==> src/rtl/econet_hdlc_tx.sv <==
// Econet HDLC frame transmitter: byte FIFO in, flag/stuffed data/optional CRC-16 FCS out,
// bits advanced on the falling edge of the externally supplied Econet clock.
module econet_hdlc_tx #(
  parameter int FIFO_DEPTH     = 4,
  parameter int SYNC_STAGES    = 2,
  parameter int PREAMBLE_FLAGS = 1,
  parameter int APPEND_FCS     = 1
) (
  input  logic       clock,
  input  logic       reset_n,
  input  logic [7:0] tx_data,
  input  logic       tx_last,
  input  logic       tx_valid,
  output logic       tx_ready,
  input  logic       tx_abort,
  input  logic       econet_clock_R,
  output logic       econet_data_D,
  output logic       econet_data_DE,
  output logic       busy,
  output logic       underrun
);

  localparam int         AW   = (FIFO_DEPTH > 2) ? $clog2(FIFO_DEPTH) : 1;
  localparam logic [7:0] FLAG = 8'h7E;

  typedef enum logic [2:0] {
    S_IDLE, S_OPEN, S_DATA, S_FCS, S_CLOSE, S_ABORT
  } state_t;

  // Econet clock synchroniser and falling-edge detect
  logic [SYNC_STAGES-1:0] r_sync;
  logic                   r_hist;
  logic                   w_tick;

  always_ff @(posedge clock or negedge reset_n) begin
    if (!reset_n) begin
      r_sync <= '0;
      r_hist <= 1'b0;
    end else begin
      r_sync <= {r_sync[SYNC_STAGES-2:0], econet_clock_R};
      r_hist <= r_sync[SYNC_STAGES-1];
    end
  end

  assign w_tick = r_hist & ~r_sync[SYNC_STAGES-1];

  // Byte FIFO, entries are {last, data}
  logic [8:0]    r_mem [FIFO_DEPTH];
  logic [AW-1:0] r_wptr, r_rptr;
  logic [AW:0]   r_count;
  logic          w_full, w_empty, w_push, w_pop;
  logic [8:0]    w_head;

  assign w_full   = (r_count == (AW+1)'(FIFO_DEPTH));
  assign w_empty  = (r_count == '0);
  assign w_push   = tx_valid && !w_full && !tx_abort;
  assign w_head   = r_mem[r_rptr];
  assign tx_ready = !w_full;

  always_ff @(posedge clock) begin
    if (w_push) r_mem[r_wptr] <= {tx_last, tx_data};
  end

  always_ff @(posedge clock or negedge reset_n) begin
    if (!reset_n) begin
      r_wptr  <= '0;
      r_rptr  <= '0;
      r_count <= '0;
    end else if (tx_abort) begin
      r_wptr  <= '0;
      r_rptr  <= '0;
      r_count <= '0;
    end else begin
      if (w_push) r_wptr <= r_wptr + 1'b1;
      if (w_pop)  r_rptr <= r_rptr + 1'b1;
      r_count <= r_count + {{AW{1'b0}}, w_push} - {{AW{1'b0}}, w_pop};
    end
  end

  // Line FSM
  state_t      r_state;
  logic [2:0]  r_bitcnt;
  logic [3:0]  r_flagcnt;
  logic [2:0]  r_ones;
  logic [7:0]  r_byte;
  logic        r_last;
  logic [15:0] r_crc;
  logic [15:0] r_fcs;
  logic [4:0]  r_fcnt;
  logic        r_abort_pend;
  logic        r_d, r_de, r_underrun;

  logic        w_stuff, w_bound, w_start, w_dbit;
  logic [15:0] w_fcs_init;

  function automatic logic [15:0] crc_bit(input logic [15:0] c, input logic b);
    return (c >> 1) ^ ((c[0] ^ b) ? 16'h8408 : 16'h0000);
  endfunction

  assign w_stuff    = (r_state == S_DATA || r_state == S_FCS) && (r_ones == 3'd5);
  assign w_bound    = (r_state == S_DATA) && !w_stuff && (r_bitcnt == 3'd0);
  assign w_pop      = w_tick && !r_abort_pend && w_bound && !r_last && !w_empty;
  assign w_start    = !w_empty && !tx_abort;
  assign w_dbit     = r_byte[r_bitcnt];
  assign w_fcs_init = ~r_crc;

  always_ff @(posedge clock or negedge reset_n) begin
    if (!reset_n) begin
      r_state      <= S_IDLE;
      r_bitcnt     <= '0;
      r_flagcnt    <= '0;
      r_ones       <= '0;
      r_byte       <= '0;
      r_last       <= 1'b0;
      r_crc        <= 16'hFFFF;
      r_fcs        <= '0;
      r_fcnt       <= '0;
      r_abort_pend <= 1'b0;
      r_d          <= 1'b1;
      r_de         <= 1'b0;
      r_underrun   <= 1'b0;
    end else begin
      r_underrun <= 1'b0;
      if (w_tick) begin
        if (r_abort_pend) begin
          r_abort_pend <= 1'b0;
          if (r_state != S_IDLE) begin
            r_state  <= S_ABORT;
            r_d      <= 1'b1;
            r_de     <= 1'b1;
            r_bitcnt <= 3'd1;
          end
        end else begin
          case (r_state)
            S_IDLE: begin
              if (w_start) begin
                r_state   <= S_OPEN;
                r_d       <= FLAG[0];
                r_de      <= 1'b1;
                r_bitcnt  <= 3'd1;
                r_flagcnt <= '0;
              end else begin
                r_d  <= 1'b1;
                r_de <= 1'b0;
              end
            end
            S_OPEN: begin
              r_d      <= FLAG[r_bitcnt];
              r_bitcnt <= r_bitcnt + 3'd1;
              if (r_bitcnt == 3'd7) begin
                if (r_flagcnt == 4'(PREAMBLE_FLAGS - 1)) begin
                  r_state <= S_DATA;
                  r_ones  <= '0;
                  r_crc   <= 16'hFFFF;
                  r_last  <= 1'b0;
                end else begin
                  r_flagcnt <= r_flagcnt + 4'd1;
                end
              end
            end
            S_DATA: begin
              if (w_stuff) begin
                r_d    <= 1'b0;
                r_ones <= '0;
              end else if (r_bitcnt == 3'd0) begin
                // byte boundary: the first bit of whatever follows goes out on this tick
                if (r_last) begin
                  if (APPEND_FCS != 0) begin
                    r_state <= S_FCS;
                    r_d     <= w_fcs_init[0];
                    r_ones  <= w_fcs_init[0] ? r_ones + 3'd1 : 3'd0;
                    r_fcs   <= w_fcs_init >> 1;
                    r_fcnt  <= 5'd1;
                  end else begin
                    r_state  <= S_CLOSE;
                    r_d      <= FLAG[0];
                    r_bitcnt <= 3'd1;
                  end
                end else if (!w_empty) begin
                  r_byte   <= w_head[7:0];
                  r_last   <= w_head[8];
                  r_d      <= w_head[0];
                  r_ones   <= w_head[0] ? r_ones + 3'd1 : 3'd0;
                  r_crc    <= crc_bit(r_crc, w_head[0]);
                  r_bitcnt <= 3'd1;
                end else begin
                  r_state    <= S_ABORT;
                  r_d        <= 1'b1;
                  r_bitcnt   <= 3'd1;
                  r_underrun <= 1'b1;
                end
              end else begin
                r_d      <= w_dbit;
                r_ones   <= w_dbit ? r_ones + 3'd1 : 3'd0;
                r_crc    <= crc_bit(r_crc, w_dbit);
                r_bitcnt <= r_bitcnt + 3'd1;
              end
            end
            S_FCS: begin
              if (w_stuff) begin
                r_d    <= 1'b0;
                r_ones <= '0;
              end else if (r_fcnt == 5'd16) begin
                r_state  <= S_CLOSE;
                r_d      <= FLAG[0];
                r_bitcnt <= 3'd1;
              end else begin
                r_d    <= r_fcs[0];
                r_ones <= r_fcs[0] ? r_ones + 3'd1 : 3'd0;
                r_fcs  <= r_fcs >> 1;
                r_fcnt <= r_fcnt + 5'd1;
              end
            end
            S_CLOSE: begin
              if (r_bitcnt == 3'd0) begin
                if (w_start) begin
                  r_state   <= S_OPEN;
                  r_d       <= FLAG[0];
                  r_bitcnt  <= 3'd1;
                  r_flagcnt <= '0;
                end else begin
                  r_state <= S_IDLE;
                  r_d     <= 1'b1;
                  r_de    <= 1'b0;
                end
              end else begin
                r_d      <= FLAG[r_bitcnt];
                r_bitcnt <= r_bitcnt + 3'd1;
              end
            end
            S_ABORT: begin
              r_d <= 1'b1;
              if (r_bitcnt == 3'd0) begin
                r_state <= S_IDLE;
                r_de    <= 1'b0;
              end else begin
                r_bitcnt <= r_bitcnt + 3'd1;
              end
            end
            default: begin
              r_state <= S_IDLE;
              r_d     <= 1'b1;
              r_de    <= 1'b0;
            end
          endcase
        end
      end
      if (tx_abort && r_state != S_IDLE) r_abort_pend <= 1'b1;
    end
  end

  assign econet_data_D  = r_d;
  assign econet_data_DE = r_de;
  assign busy           = (r_state != S_IDLE);
  assign underrun       = r_underrun;

endmodule

==> config.mk <==
export PLATFORM = sky130hd
export DESIGN_NAME = econet_hdlc_tx
export DESIGN_NICKNAME = d
export VERILOG_FILES = /design/src/rtl/econet_hdlc_tx.sv
export SDC_FILE = /design/constraint.sdc
export NUM_CORES = 1
export LEC_CHECK = 0
export CAP_MARGIN = 25
export CORE_ASPECT_RATIO = 1.5
export CORE_MARGIN = 2
export CORE_UTILIZATION = 30
export CTS_CLUSTER_SIZE = 24
export DETAILED_ROUTE_END_ITERATION = 10
export GPL_ROUTABILITY_DRIVEN = 0
export PLACE_DENSITY = 0.51
export SLEW_MARGIN = 40
export SYNTH_ARGS = -nofsm -noshare
export SYNTH_HDL_FRONTEND = slang
export SYNTH_SLANG_ARGS = --single-unit
==> constraint.sdc <==
create_clock -name clock -period 3.6 [get_ports clock]
set_clock_uncertainty 0.1 [all_clocks]
set_input_delay 0.54 -clock clock [delete_from_list [all_inputs] [get_ports clock]]
set_output_delay 0.54 -clock clock [all_outputs]
set_load 0.05 [all_outputs]
Yosys cells after proc, flatten, opt, wreduce, memory -nomap -nowiden
Memory sizes are Yosys's and may differ from the RTL's.
Cells that the tools add are included.

word-level totals
  flip-flop bits (word level) = 73
  memory bits (writable) = 36
  ROM bits = 8
  output and inout bits = 5
  memories = 2

operators by class
  add/sub/neg operators = 8
  order comparisons = 1
  eq/ne operators = 37
  mux-type cells = 108
  bitwise logic cells = 11
  reductions and logical operators = 42

memories
  name             depth  bits a word  rd ports  clocked after memory_dff  write ports  line  text
  r_mem            4      9            1         0                         1            48    logic [8:0] r_mem [FIFO_DEPTH];
  (no name shown)  8      1            1         0                         0            227   r_d <= FLAG[r_bitcnt];

operators by type and width
  cell                                           number
  two-way mux 16 bit                             13
  two-way mux 3 bit                              36
  case mux 16 bit (2 select lines)               2
  inequality test 3 bit (second input constant)  12
  case mux 3 bit (6 select lines)                2
  two-way mux 1 bit                              35
  bitwise XOR 15 x 16 -> 16 bit                  2
  two-way mux 5 bit                              5
  AND reduction 8 bit                            3
  AND reduction 7 bit                            3
  inequality test 2 bit (second input constant)  9
  two-way mux 4 bit                              4
  inverter 16 bit                                1
  equality test 3 bit (second input constant)    5
  case mux 4 bit (3 select lines)                1
  AND reduction 12 bit                           1
  AND reduction 6 bit                            2
  logical AND 1 bit                              11
  case mux 5 bit (2 select lines)                1
  nonzero test 2 bit                             5
  logical NOT 3 bit                              3
  case mux 3 bit (3 select lines)                1
  nonzero test 3 bit                             3
  two-way mux 2 bit                              4
  27 further kinds                               43

Longest topological paths before layout
  depth in word-level cells = 11
  depth in mapped cells = 14
  mapped depth without buffers = 13

Least setup slack after synthesis
No wires, ideal clock.

  path kind = reg-to-reg
  from = register r_bitcnt[0]
  to = register r_count[2]
  library setup time = 0.132 ns
  arrival time = 2.547 ns
  data required time = 3.368 ns
  path slack = 0.821 ns
  stages on the path, launching flop included = 15
  cell sequence = dfrtp_1 -> inv_1 -> ha_1 -> nand2b_1 -> clkbuf_1 -> nor2_1 -> nand3_1 -> inv_1 -> ha_1 -> inv_1 -> ha_1 -> inv_1 -> fa_1 -> xnor2_1 -> nor2_1

between the ends
  word-level cells in the longest chain between the ends = 7

ends and longest elaborated chain
  what                             line  text
  from (decl)                      82    logic [2:0] r_bitcnt;
  from (signal assigned)           149   r_bitcnt <= r_bitcnt + 3'd1;
  from (signal assigned)           196   r_bitcnt <= r_bitcnt + 3'd1;
  from (signal assigned)           228   r_bitcnt <= r_bitcnt + 3'd1;
  logical NOT 3 bit                101   assign w_bound = (r_state == S_DATA) && !w_stuff && (r_bitcnt == 3'd0);
  logical AND 1 bit                101
  logical AND 1 bit (3 in series)  102   assign w_pop = w_tick && !r_abort_pend && w_bound && !r_last && !w_empty;
  subtractor 3 x 1 -> 3 bit        76    r_count <= r_count + {{AW{1'b0}}, w_push} - {{AW{1'b0}}, w_pop};
  two-way mux 3 bit                69    end else if (tx_abort) begin
  to (signal assigned)             76
  to (decl)                        50    logic [AW:0] r_count;

Every way passes these cells.
A chain may end at the register's enable or synchronous reset.

Worst setup path after layout
  from = register r_state[0]
  to = output port busy

between the ends
  word-level cells in the longest chain between the ends = 1

ends and longest elaborated chain
  what                    line  text
  from (decl)             81    state_t r_state;
  from (signal assigned)  109   r_state <= S_IDLE;
  from (signal assigned)  128   r_state <= S_ABORT;
  from (signal assigned)  137   r_state <= S_OPEN;
  nonzero test 3 bit      254   assign busy = (r_state != S_IDLE);
  to (decl)               19    output logic busy,

Every way passes these cells.

==> impl_metrics.ini <==
[timing]
slew_violations = 0
max_freq_ghz = 0.342
period_needed_ns = 2.92
finalSetupViolCount = 0
rsz0062_at_grt = no
hold_violations = 0
tns_ns = 0
min_period_over_period = 0.812
max-slew-margin-rel = 0.522
tightestPinTransition_ns = 0.717

[clock_tree]
ctsHtreeMaxLevel = 3
clockBufferDepth = 2
cts.sinks = 108
clk_pin_slew_worst_paths_ns = 0.07
ctsResizeCount = 0
clock_latency_ns = 0.35
numCtsBuffers = 9
cts_setup_buffers = 0
cts_tree = yes
ctsRootBufferMaster = clkbuf_16
ctsHoldBuffers = 0

[route]
drt-total-wl_mm = 10.5
dr.pass1.iters = 4
wire_per_inst_um = 14.8
vias = 3584
antenna_left = 0
drc = 0
first_iter_violations = 144
vias_per_cell = 5.04

[grt]
grt_usage = 0.120
grt_antenna_before_repair = 0
grt_max_degree = 33
grt_pass1_wl_mm = 18.1
grt_overflow = 0
grt_pass1_vias = 3712

[finish]
design_area_um2 = 5970
layout_commonest_cell = dfrtp_1
fillers = 1704
syn_to_final_growth_pct = 14.0
antennaDiodeCount = 0
multiInputGateArea_um2 = 2180
fin_util = 0.347
fin_nets = 523
seqCellArea_um2 = 2900
post_route_cells_drive_above_1_share = 0.145
mostFrequentLayoutCells = 55 x dfrtp_1, 48 x nor2_1, 46 x nand2_1

[run_status]
outcome = complete, no violations

[logic_synthesis]
ys_seq_elements = 108
syn_area_per_cell_um2 = 11.0
synth-edff-count = 36
syn-num-nets = 507
synth_cell_types = 64
yosysSeqAreaShare = 0.554
async_reset_ff_frac = 0.667
postSynthCellCount = 477
ys.flop_type = dfrtp_1
yosys_warnings = 0
synth_area_um2 = 5240

[floorplan]
dieWidth_um = 112
die-area_um2 = 18600
coreArea_um2 = 17200
die_y_um = 166
io_pins = 19
start_util = 0.305
rows = 59

[pwr]
p_total_mw = 3.66
p_leak_nw = 2.35
p_per_area_nw_per_um2 = 613
clkPwrFrac = 0.273
p_sw_frac = 0.323
p_comb_frac = 0.261
seq_power_share = 0.466
p_sw_mw = 1.18
internal_power_mw = 2.48
ir_worst_vdd_mv = 0.237

[critical_path]
ff2ff_path_depth = 12
path_class = reg2out
worstPathArrival_ns = 2.28
timing.rr.end = r_count[2]$_DFF_PN0_
endpoint_kind = output port
start_kind = register
r2r_start = r_abort_pend$_DFFE_PN0P_
r2r_slack_ns = 0.74
crit_fanout = 20
cp.required_ns = 2.96

[place]
port_buffers = 18
dp_hpwl_mm = 7.46
placed_area_um2 = 5670

[hold_path]
hp-class = in2async

[run]
cap_violations = 0
[registers in the layout, indices dropped and copies added, names as in the netlist]
name            flops
r_flagcnt           4
r_fcs              15
r_bitcnt            3
r_count             3
r_ones              3
underrun            1
r_crc              16
r_state             3
r_abort_pend        1
r_hist              1
econet_data_DE      1
r_sync              2
r_wptr              2
r_last              1
r_byte              8
econet_data_D       1
r_rptr              2
r_fcnt              5
r_mem              36
[worst max-delay path: stages, from the launching register on]
cell             delay [ns]
dfrtp_1                0.38
buf_4                  0.20
or2_2                  0.36
nor2_1                 0.18
inv_1                  0.11
clkdlybuf4s50_1        0.71
[logic make-up after synthesis]
kind of cell | after synthesis | share of synthesized area
flops | 108 | 0.554
mux | 22 | 0.0659
fa+ha+maj | 16 | 0.0396
compound gates | 120 | 0.142
buf+inv | 41 | 0.0308
xor+xnor | 10 | 0.0167
simple gates | 160 | 0.151
[cells in the mapped netlist (7+ instances only)]
library cell   n  share of area
and2_1         7         0.0084
mux4_2         9          0.039
o21ai_1       11          0.011
clkbuf_1      21          0.015
nor2b_1        7         0.0084
o21ai_0       33          0.032
nand3_1       10         0.0095
nand2_1       46          0.033
edfxtp_1      36           0.21
dfrtp_1       55           0.26
mux2_2        10          0.021
inv_1         16          0.011
dfstp_2       17          0.085
nand2b_1       9          0.011
a21oi_1       33          0.032
ha_1          15          0.036
nor2_1        48          0.034
o211ai_1       7          0.010
[worst max path at each step]
stage / from / endpoint / slack, ns / cells past startpoint
6_report: r_state[0]$_DFFE_PN0P_ / busy / 0.68 / 5
5_1_grt: r_state[1]$_DFFE_PN0P_ / busy / 0.57 / 5
4_1_cts: r_state[0]$_DFFE_PN0P_ / busy / 0.66 / 5
3_5_place_dp: r_abort_pend$_DFFE_PN0P_ / r_count[2]$_DFF_PN0_ / 0.76 / 12
3_3_place_gp: r_abort_pend$_DFFE_PN0P_ / r_count[2]$_DFF_PN0_ / 0.81 / 12
2_1_floorplan: r_bitcnt[0]$_DFFE_PN0P_ / r_count[2]$_DFF_PN0_ / 0.82 / 14
[area by class of cell]
type / count / area share
inverter: 16 / 0.0101
tap: 213 / 0.0446
multi-input combinational: 328 / 0.364
clock inverter: 3 / 0.00440
clock buffer: 13 / 0.0461
timing repair buffer: 30 / 0.0444
sequential: 108 / 0.486
[metrics by stage]
stage / cells / hold WS [ns] / setup slack, ns
finish: 711 / 0.0293 / 0.676
global route: 711 / 0.0497 / 0.573
CTS: 711 / 0.0376 / 0.659
detailed placement: 695 / 0.246 / 0.757
global placement: 695 / 0.241 / 0.812
floorplan: 477 / 0.144 / 0.821
[layer usage]
metal	part of all wire	track usage	wire [µm]
met1	0.43	0.144	4550
met2	0.52	0.206	5510
met3	0.025	0.0245	262
met4	0.021	0.0583	226
met5	0	0	0
[power by group through the flow]
stage	sequential, mW	clock, mW	combinational (mW)
floorplan	1.71	0	0.702
global placement	1.72	0	0.948
detailed placement	1.73	0	0.960
CTS	1.71	1.03	0.964
global route	1.74	1.08	1.08
finish	1.71	0.998	0.956
No activity file was read; power rests on OpenSTA's default activity.
